### src/rtl/memb_skew_feeder_if.sv
// Handshake and data bundle between the parent and the B-operand skew feeder.
//   in_valid/in_ready/in_last : row handshake, in_last marks the final row of a matrix
//   Bin                       : input row, Bin[i] feeds column i
//   Bout/out_valid            : skewed output row and per-column real-data flags
//   busy/done                 : feeder not idle / last row leaving column DIM-1
interface memb_skew_feeder_if #(
  parameter int unsigned BITS_AB = 8,
  parameter int unsigned DIM     = 8
);
  logic                              in_valid;
  logic                              in_ready;
  logic                              in_last;
  logic signed [DIM-1:0][BITS_AB-1:0] Bin;
  logic signed [DIM-1:0][BITS_AB-1:0] Bout;
  logic        [DIM-1:0]              out_valid;
  logic                              busy;
  logic                              done;

  // Parent side
  modport master (
    output in_valid, in_last, Bin,
    input  in_ready, Bout, out_valid, busy, done
  );

  // Feeder side
  modport slave (
    input  in_valid, in_last, Bin,
    output in_ready, Bout, out_valid, busy, done
  );
endinterface

### src/rtl/memb_skew_feeder.sv
// Skewed B-operand feeder for the systolic MAC array.
// Accepts one row per cycle and delays column i by i cycles (column 0 has one
// cycle of latency). Idle and drain cycles shift in zeros. A last tag travels
// with column DIM-1 so that done fires when the matrix's final element leaves.
//   clk  : clock, rising edge
//   rst  : synchronous active-high reset, discards all in-flight rows
//   bus  : feeder side of memb_skew_feeder_if
module memb_skew_feeder #(
  parameter int unsigned BITS_AB = 8,
  parameter int unsigned DIM     = 8,
  parameter int unsigned NROWS   = DIM
) (
  input  logic                 clk,
  input  logic                 rst,
  memb_skew_feeder_if.slave    bus
);

  localparam int unsigned CW      = $clog2(NROWS + 1);
  localparam bit          ONE_ROW = (NROWS == 1);

  localparam logic [1:0] IDLE  = 2'd0;
  localparam logic [1:0] LOAD  = 2'd1;
  localparam logic [1:0] FLUSH = 2'd2;

  logic [1:0]    state, state_n;
  logic [CW-1:0] cnt, cnt_n;
  logic          set_last;
  logic          accept;
  logic          ready_q;
  logic          busy_q;
  logic [DIM-1:0] lst;

  assign accept       = bus.in_valid & ready_q;
  assign bus.in_ready = ready_q;
  assign bus.busy     = busy_q;
  assign bus.done     = lst[DIM-1];

  // State register; ready and busy are registered from the next state
  always_ff @(posedge clk) begin
    if (rst) begin
      state   <= IDLE;
      cnt     <= '0;
      ready_q <= 1'b1;
      busy_q  <= 1'b0;
    end else begin
      state   <= state_n;
      cnt     <= cnt_n;
      ready_q <= (state_n != FLUSH);
      busy_q  <= (state_n != IDLE);
    end
  end

  // Next-state and row counting
  always_comb begin
    state_n  = state;
    cnt_n    = cnt;
    set_last = 1'b0;
    case (state)
      IDLE: begin
        if (accept) begin
          cnt_n = CW'(1);
          if (bus.in_last || ONE_ROW) begin
            set_last = 1'b1;
            state_n  = FLUSH;
          end else begin
            state_n  = LOAD;
          end
        end
      end
      LOAD: begin
        if (accept) begin
          cnt_n = cnt + CW'(1);
          if (bus.in_last || (cnt == CW'(NROWS - 1))) begin
            set_last = 1'b1;
            state_n  = FLUSH;
          end
        end
      end
      FLUSH: begin
        // Leave once the final element is on the last column
        if (lst[DIM-1]) begin
          state_n = IDLE;
          cnt_n   = '0;
        end
      end
      default: state_n = IDLE;
    endcase
  end

  // Last-tag chain aligned with column DIM-1
  always_ff @(posedge clk) begin
    if (rst) begin
      lst <= '0;
    end else begin
      lst[0] <= set_last;
      for (int j = 1; j < int'(DIM); j++) begin
        lst[j] <= lst[j-1];
      end
    end
  end

  // Per-column shift registers: column i has i+1 free-running stages
  for (genvar i = 0; i < int'(DIM); i++) begin : g_ch
    logic [BITS_AB-1:0] dat [i+1];
    logic [i:0]         vld;

    always_ff @(posedge clk) begin
      if (rst) begin
        for (int j = 0; j <= i; j++) begin
          dat[j] <= '0;
        end
        vld <= '0;
      end else begin
        dat[0] <= accept ? bus.Bin[i] : '0;
        vld[0] <= accept;
        for (int j = 1; j <= i; j++) begin
          dat[j] <= dat[j-1];
          vld[j] <= vld[j-1];
        end
      end
    end

    assign bus.Bout[i]      = dat[i];
    assign bus.out_valid[i] = vld[i];
  end

endmodule

### src/flat_wrapper.sv
// flat-port wrapper written by rule: the top's interface ports become plain ports
module memb_skew_feeder_flat 
#(
  parameter int unsigned BITS_AB = 8,
  parameter int unsigned DIM     = 8,
  parameter int unsigned NROWS   = DIM
)
  (clk, rst, bus_in_valid, bus_in_last, bus_Bin, bus_in_ready, bus_Bout, bus_out_valid, bus_busy, bus_done);
  memb_skew_feeder_if #(.BITS_AB(BITS_AB), .DIM(DIM)) bus_i ();
  input  logic clk;
  input  logic rst;
  input wire logic [$bits(bus_i.in_valid)-1:0] bus_in_valid;
  input wire logic [$bits(bus_i.in_last)-1:0] bus_in_last;
  input wire logic [$bits(bus_i.Bin)-1:0] bus_Bin;
  output wire logic [$bits(bus_i.in_ready)-1:0] bus_in_ready;
  output wire logic [$bits(bus_i.Bout)-1:0] bus_Bout;
  output wire logic [$bits(bus_i.out_valid)-1:0] bus_out_valid;
  output wire logic [$bits(bus_i.busy)-1:0] bus_busy;
  output wire logic [$bits(bus_i.done)-1:0] bus_done;
  assign bus_i.in_valid = bus_in_valid;
  assign bus_i.in_last = bus_in_last;
  assign bus_i.Bin = bus_Bin;
  assign bus_in_ready = bus_i.in_ready;
  assign bus_Bout = bus_i.Bout;
  assign bus_out_valid = bus_i.out_valid;
  assign bus_busy = bus_i.busy;
  assign bus_done = bus_i.done;
  memb_skew_feeder #(.BITS_AB(BITS_AB), .DIM(DIM), .NROWS(NROWS)) u_core (.clk(clk), .rst(rst), .bus(bus_i));
endmodule
### config.mk
export PLATFORM = sky130hd
export DESIGN_NAME = memb_skew_feeder_flat
export DESIGN_NICKNAME = d
export VERILOG_FILES = /design/src/rtl/memb_skew_feeder_if.sv /design/src/rtl/memb_skew_feeder.sv /design/src/flat_wrapper.sv
export SDC_FILE = /design/constraint.sdc
export NUM_CORES = 1
export LEC_CHECK = 0
export ABC_AREA = 1
export CAP_MARGIN = 20
export CORE_MARGIN = 2
export CORE_UTILIZATION = 39
export CTS_CLUSTER_SIZE = 14
export DETAILED_ROUTE_END_ITERATION = 10
export GPL_TIMING_DRIVEN = 0
export HOLD_SLACK_MARGIN = 0.05
export PLACE_DENSITY_LB_ADDON = 0.08
export SLEW_MARGIN = 30
export SYNTH_ARGS = -nofsm -noshare
export SYNTH_HDL_FRONTEND = slang
export SYNTH_SLANG_ARGS = --single-unit
### constraint.sdc
create_clock -name clk -period 1.75 [get_ports clk]
set_input_delay 0.35 -clock clk [delete_from_list [all_inputs] [get_ports clk]]
set_output_delay 0.35 -clock clk [all_outputs]
set_load 0.005 [all_outputs]
==> flow_summary.json, run 1 <==
{
  "routed_wirelength_um": 14300,
  "synthToLayoutAreaGrowth_pct": 30.6,
  "tns_ns": 0,
  "worstMarginPinSlew_ns": 0.392,
  "synth_nets": 1144,
  "outcome": "completed",
  "cp_cell_sequence": "clkdlybuf4s50_1",
  "die_h_um": 160,
  "cpPeakStageDelay_ns": 0.50,
  "ioPinCount": 143,
  "path_delay_family": "buffers and inverters",
  "synth-seq-area-share": 0.661,
  "vias_per_cell": 3.61,
  "fin_crit_sh": 0.963,
  "dp_hpwl_um": 9720,
  "ir_worst_vdd_v": 0.000636,
  "gp_congestion": 0.691,
  "root_buffer": "clkbuf_16",
  "ys_warn_count": 0,
  "num-nets-final": 1318,
  "diodes": 0,
  "rows": 56,
  "crit_path_top_delay_cell": "clkdlybuf4s50_1",
  "power_density_nw_per_um2": 1230,
  "setup_viol": 0,
  "clk_pin_slew_worst_paths_ns": 0.06,
  "antenna_found_initial": 0,
  "worstSkewPairLatency_ns": 0.54,
  "synth_top_area_cell": "dfxtp_1",
  "crit_path_start_kind": "flop",
  "path_buf_inv": 1,
  "drv_slew": 0,
  "dieArea_um2": 25500,
  "crit_arrival_ns": 1.33,
  "grt_max_degree": 16,
  "htree_levels": 1,
  "track_usage": 0.116,
  "drtPass1Iterations": 4,
  "multi_input_area_um2": 1440,
  "synth_seq_cells": 312,
  "finalHoldViolations": 0,
  "min_period_ns": 1.68,
  "ant_nets": 0,
  "finalNonFillerCells": 1588,
  "most-common-layout-cells": "inv_1, dfxtp_1, nor2_1",
  "cts_buffers": 31,
  "rsz0062_at_grt": "no",
  "maxSlewHeadroom": 0.739,
  "die_width_um": 160,
  "grt_pass1_wl_um": 24500,
  "crit_fanout": 1,
  "fin_skew_ns": 0.00601,
  "cts_tree": "built",
  "syn_area_um2": 9450,
  "finalPower_mw": 15.2,
  "via_count": 5729,
  "min-delay-path-class": "input port to flop",
  "clock.fmax_mhz": 593,
  "drive_above_1_share": 0.121,
  "path_class": "flop to primary output",
  "synth_top_area_frac": 0.661,
  "critPathRequiredTime_ns": 1.40,
  "p_leak_nw": 5.85,
  "clock_path_buffers": 3,
  "ys_types": 22,
  "cts_hold_buf": 0,
  "fillers": 2243,
  "start_util": 0.400,
  "dp.cells": 1531,
  "clock-sinks": 312,
  "port-buffer-count": 141,
  "overflow": 0,
  "wire_per_inst_um": 9.03,
  "netlist_instances": 1071,
  "worst_setup_path_end_kind": "primary output",
  "drv_cap": 0,
  "drc": 0,
  "regArea_um2": 6250,
  "synth_area_leaders": "dfxtp_1, inv_1, nor2_1",
  "post_cts_buffers": 0,
  "syn_area_per_cell_um2": 8.83,
  "grt_pass1_vias": 5185,
  "core_area_um2": 23600,
  "final_common_cell": "inv_1",
  "drtIter0Drc": 150
}
## final timing paths
kind | cells after the start | from | slack [ns] | end
worst max-delay path | 1 | u_core.g_ch[0].dat[0][5] | 0.07 | bus_Bout[5]
worst min-delay path | 4 | rst | 0.23 | u_core.cnt[0]
worst max register to register | 8 | u_core.state[1] | 0.27 | u_core.cnt[2]
worst min register to register | 2 | u_core.lst[6] | 0.39 | u_core.lst[7]
## tightest hold or removal path: cells and delay by family
kind	cells	cell delay [ns]
AO/OA/AOI/OAI	2	0.11
buffers and inverters	2	0.26
## routing by layer
metal,global-route usage,share of wire,vias up,wire [µm]
li1,-,-,3216,-
met4,0.0368,0.023,0,330
met2,0.201,0.45,115,6520
met5,0,0,-,0
met3,0.0327,0.065,30,938
met1,0.139,0.46,2368,6550
## flip-flops by register name, indices dropped and copies added (netlist names)
name and count:
u_core.g_ch.dat 288, u_core.cnt 4, u_core.lst 8, u_core.state 2, u_core.bus.busy 1, u_core.bus.in_ready 1, u_core.g_ch.vld 8
## cells in the mapped netlist (all sizes together)
| cell type | number |
|---|---|
| a21oi | 2 |
| buf | 82 |
| clkbuf | 1 |
| dfxtp | 312 |
| ha | 5 |
| inv | 321 |
| nand2 | 28 |
| nand3 | 4 |
| nor2 | 306 |
| nor3 | 2 |
| nor3b | 2 |
| o21ai | 6 |
## cells by family (layout without fill, tap and decap cells)
kind of cell,after synthesis,count (layout),share of synthesized area
AOI/OAI and AO/OA,8,8,0.00463
adders and majority gates,5,5,0.00662
buffers and inverters,404,602,0.187
and+or+nand+nor,342,342,0.141
DFF,312,312,0.661
## layout make-up
class | count | share of cell area
buffer | 83 | 0.0457
clock buffer | 44 | 0.0741
clock inverter | 13 | 0.0161
inverter | 321 | 0.0978
multi-input combinational | 355 | 0.116
sequential | 312 | 0.507
tap | 319 | 0.0323
timing repair buffer | 141 | 0.111
## repair_timing
| item | in CTS | in global routing |
|---|---|---|
| endpoints found under the setup margin | 57 | 12 |
| hold endpoints to repair | 0 | 0 |
| resized for setup | 63 | 12 |
## power by group
part           total [mW]  switching [mW]  internal, mW
registers            7.37          0.0602          7.31
logic               0.794           0.418         0.376
clock network        6.99            2.63          4.36
## through the flow
| stage | hold WS, ns | utilization | instance area, µm² | worst slack (ns) |
|---|---|---|---|---|
| floorplan | 0.388 | - | 9450 | 0.407 |
| global placement | 0.389 | 0.477 | 11300 | 0.00544 |
| detailed placement | 0.392 | 0.477 | 11300 | 0.0231 |
| CTS | 0.213 | 0.521 | 12300 | 0.00329 |
| global route | 0.256 | 0.523 | 12300 | 0.00497 |
| finish | 0.231 | 0.523 | 12300 | 0.0650 |
(Power assumes the default switching activity.)
==> run 2, diff against run 1 <==
--- a/config.mk
+++ b/config.mk
@@ -14,7 +14,6 @@
 export GPL_TIMING_DRIVEN = 0
 export HOLD_SLACK_MARGIN = 0.05
 export PLACE_DENSITY_LB_ADDON = 0.08
-export SLEW_MARGIN = 30
 export SYNTH_ARGS = -nofsm -noshare
 export SYNTH_HDL_FRONTEND = slang
 export SYNTH_SLANG_ARGS = --single-unit
==> results of run 2 <==
Same layout as run 1: the final DEF is identical, and so are final timing and power.
==> run 3, diff against run 2 <==
--- a/config.mk
+++ b/config.mk
@@ -17,3 +17,4 @@
 export SYNTH_ARGS = -nofsm -noshare
 export SYNTH_HDL_FRONTEND = slang
 export SYNTH_SLANG_ARGS = --single-unit
+export TNS_END_PERCENT = 100
==> constraint.sdc (replaced) <==
create_clock -name clk -period 1.75 [get_ports clk]
set_input_delay 0.35 -clock clk [delete_from_list [all_inputs] [get_ports clk]]
set_output_delay 0.35 -clock clk [all_outputs]
set_load 0.02 [all_outputs]
==> run 3 against run 2 <==
- design area down 0.49%
- count of clock-buffer cells in the layout unchanged
- non-clock buffer count unchanged
- total power up 0.24%
- sequential cell count unchanged
- global-route usage unchanged
- critical path depth up 1
- sequential power about the same
- first-iteration DRC count down 8.0%
- worst hold slack about the same
==> flow_summary.json, run 3 (synthesis results as in run 1) <==
{
  "outcome": "completed",
  "clock.fmax_mhz": 607,
  "worstMarginPinSlew_ns": 0.392,
  "cts_resized": 75,
  "cp_cell_sequence": "buf_4 > dlygate4sd2_1",
  "path_class": "flop to primary output",
  "crit_path_top_delay_cell": "dfxtp_1",
  "drtIter0Drc": 138,
  "cts_hold_buf": 0,
  "drive_above_1_share": 0.116,
  "final_common_cell": "inv_1",
  "post_cts_buffers": 0,
  "grt_pass1_wl_um": 24500,
  "min_period_ns": 1.65,
  "routed_wirelength_um": 14300,
  "crit_path_start_kind": "flop",
  "clock-sinks": 312,
  "worstSkewPairLatency_ns": 0.54,
  "ir_worst_vdd_v": 0.000636,
  "critPathRequiredTime_ns": 1.40,
  "fin_skew_ns": 0.00600,
  "crit_fanout": 1,
  "most-common-layout-cells": "inv_1, dfxtp_1, nor2_1",
  "top_register": "u_core.g_ch.dat",
  "worst_setup_path_end_kind": "primary output",
  "core_area_um2": 23600,
  "cpPeakStageDelay_ns": 0.34,
  "track_usage": 0.116,
  "clock_path_buffers": 3,
  "drtPass1Iterations": 4,
  "wire_per_inst_um": 9.02,
  "finalHoldViolations": 0,
  "ant_nets": 0,
  "antenna_found_initial": 0,
  "fin_util": 0.520,
  "crit_arrival_ns": 1.30,
  "dieArea_um2": 25500,
  "htree_levels": 1,
  "drv_cap": 0,
  "start_util": 0.400,
  "gp_congestion": 0.691,
  "dp_hpwl_um": 9720,
  "min-delay-path-class": "input port to flop",
  "rows": 56,
  "p_leak_nw": 5.73,
  "ioPinCount": 143,
  "grt_pass1_vias": 5182,
  "root_buffer": "clkbuf_16",
  "die_h_um": 160,
  "via_count": 5727,
  "cts_tree": "built",
  "overflow": 0,
  "num-nets-final": 1318,
  "diodes": 0,
  "rsz0062_at_grt": "no",
  "largest_register_ffs": 288,
  "die_width_um": 160,
  "fin_crit_sh": 0.941,
  "setup_viol": 0,
  "drc": 0,
  "vias_per_cell": 3.61,
  "clk_pin_slew_worst_paths_ns": 0.06,
  "tns_ns": 0,
  "synthToLayoutAreaGrowth_pct": 29.9,
  "largestRegisters": "u_core.g_ch.dat: 288 flops, u_core.g_ch.vld: 8 flops, u_core.lst: 8 flops",
  "drv_slew": 0,
  "port-buffer-count": 141,
  "grt_max_degree": 16,
  "cts_buffers": 31,
  "maxSlewHeadroom": 0.739,
  "power_density_nw_per_um2": 1240
}
[run 3: changes by cell type in the layout (fill, tap and decap cells not counted)]
cell             before  now
dfxtp_1             306  312
dlygate4sd2_1        57   75
dlymetal6s2s_1       12    0
clkdlybuf4s50_1      72   66
dfxtp_2               6    0
[run 3: per-layer routing]
layer / part of all wire / wire length, µm / GRT usage
met1: 0.46 / 6550 / 0.139
met2: 0.45 / 6500 / 0.201
met3: 0.066 / 943 / 0.0327
met4: 0.023 / 330 / 0.0368
met5: 0 / 0 / 0
[run 3: cell type report]
cell class	instances	area (µm²)
multi-input combinational	355	1440
inverter	321	1210
clock inverter	13	199
tap	319	399
sequential	312	6250
buffer	83	564
timing repair buffer	141	1320
fill	2254	11300
clock buffer	44	915
[run 3: where the power goes]
group / total, mW / switching [mW] / internal [mW]
Combinational: 0.829 / 0.466 / 0.364
Sequential: 7.37 / 0.0597 / 7.31
Clock: 6.99 / 2.63 / 4.36
Total: 15.2 / 3.16 / 12.0
[run 3: path summary, 6_finish.rpt]
| path | from | to | slack (ns) | depth (start not counted) |
|---|---|---|---|---|
| worst min-delay path | rst | u_core.cnt[0] | 0.23 | 4 |
| worst max-delay path | u_core.g_ch[7].dat[1][29] | bus_Bout[61] | 0.10 | 2 |
| worst min register to register | u_core.g_ch[5].dat[0][30] | u_core.g_ch[5].dat[0][38] | 0.39 | 2 |
| worst max register to register | u_core.state[1] | u_core.cnt[2] | 0.27 | 8 |
[run 3: metrics by stage]
stage | cells | setup WS, ns | cell area [µm²] | total power [mW] | hold WS [ns]
after floorplan | 1071 | 0.407 | 9450 | 8.05 | 0.388
after global placement | 1531 | 0.00544 | 11300 | 8.40 | 0.389
after detailed placement | 1531 | 0.0231 | 11300 | 8.41 | 0.392
after CTS | 1588 | 0.0625 | 12300 | 15.4 | 0.213
after global routing | 1588 | 0.0187 | 12300 | 15.9 | 0.256
final | 1588 | 0.104 | 12300 | 15.2 | 0.231
[run 3: worst max-delay path, delay by kind of cell (launching register included)]
family	cells	cell delay, ns
flops	1	0.34
buf+inv	2	0.42
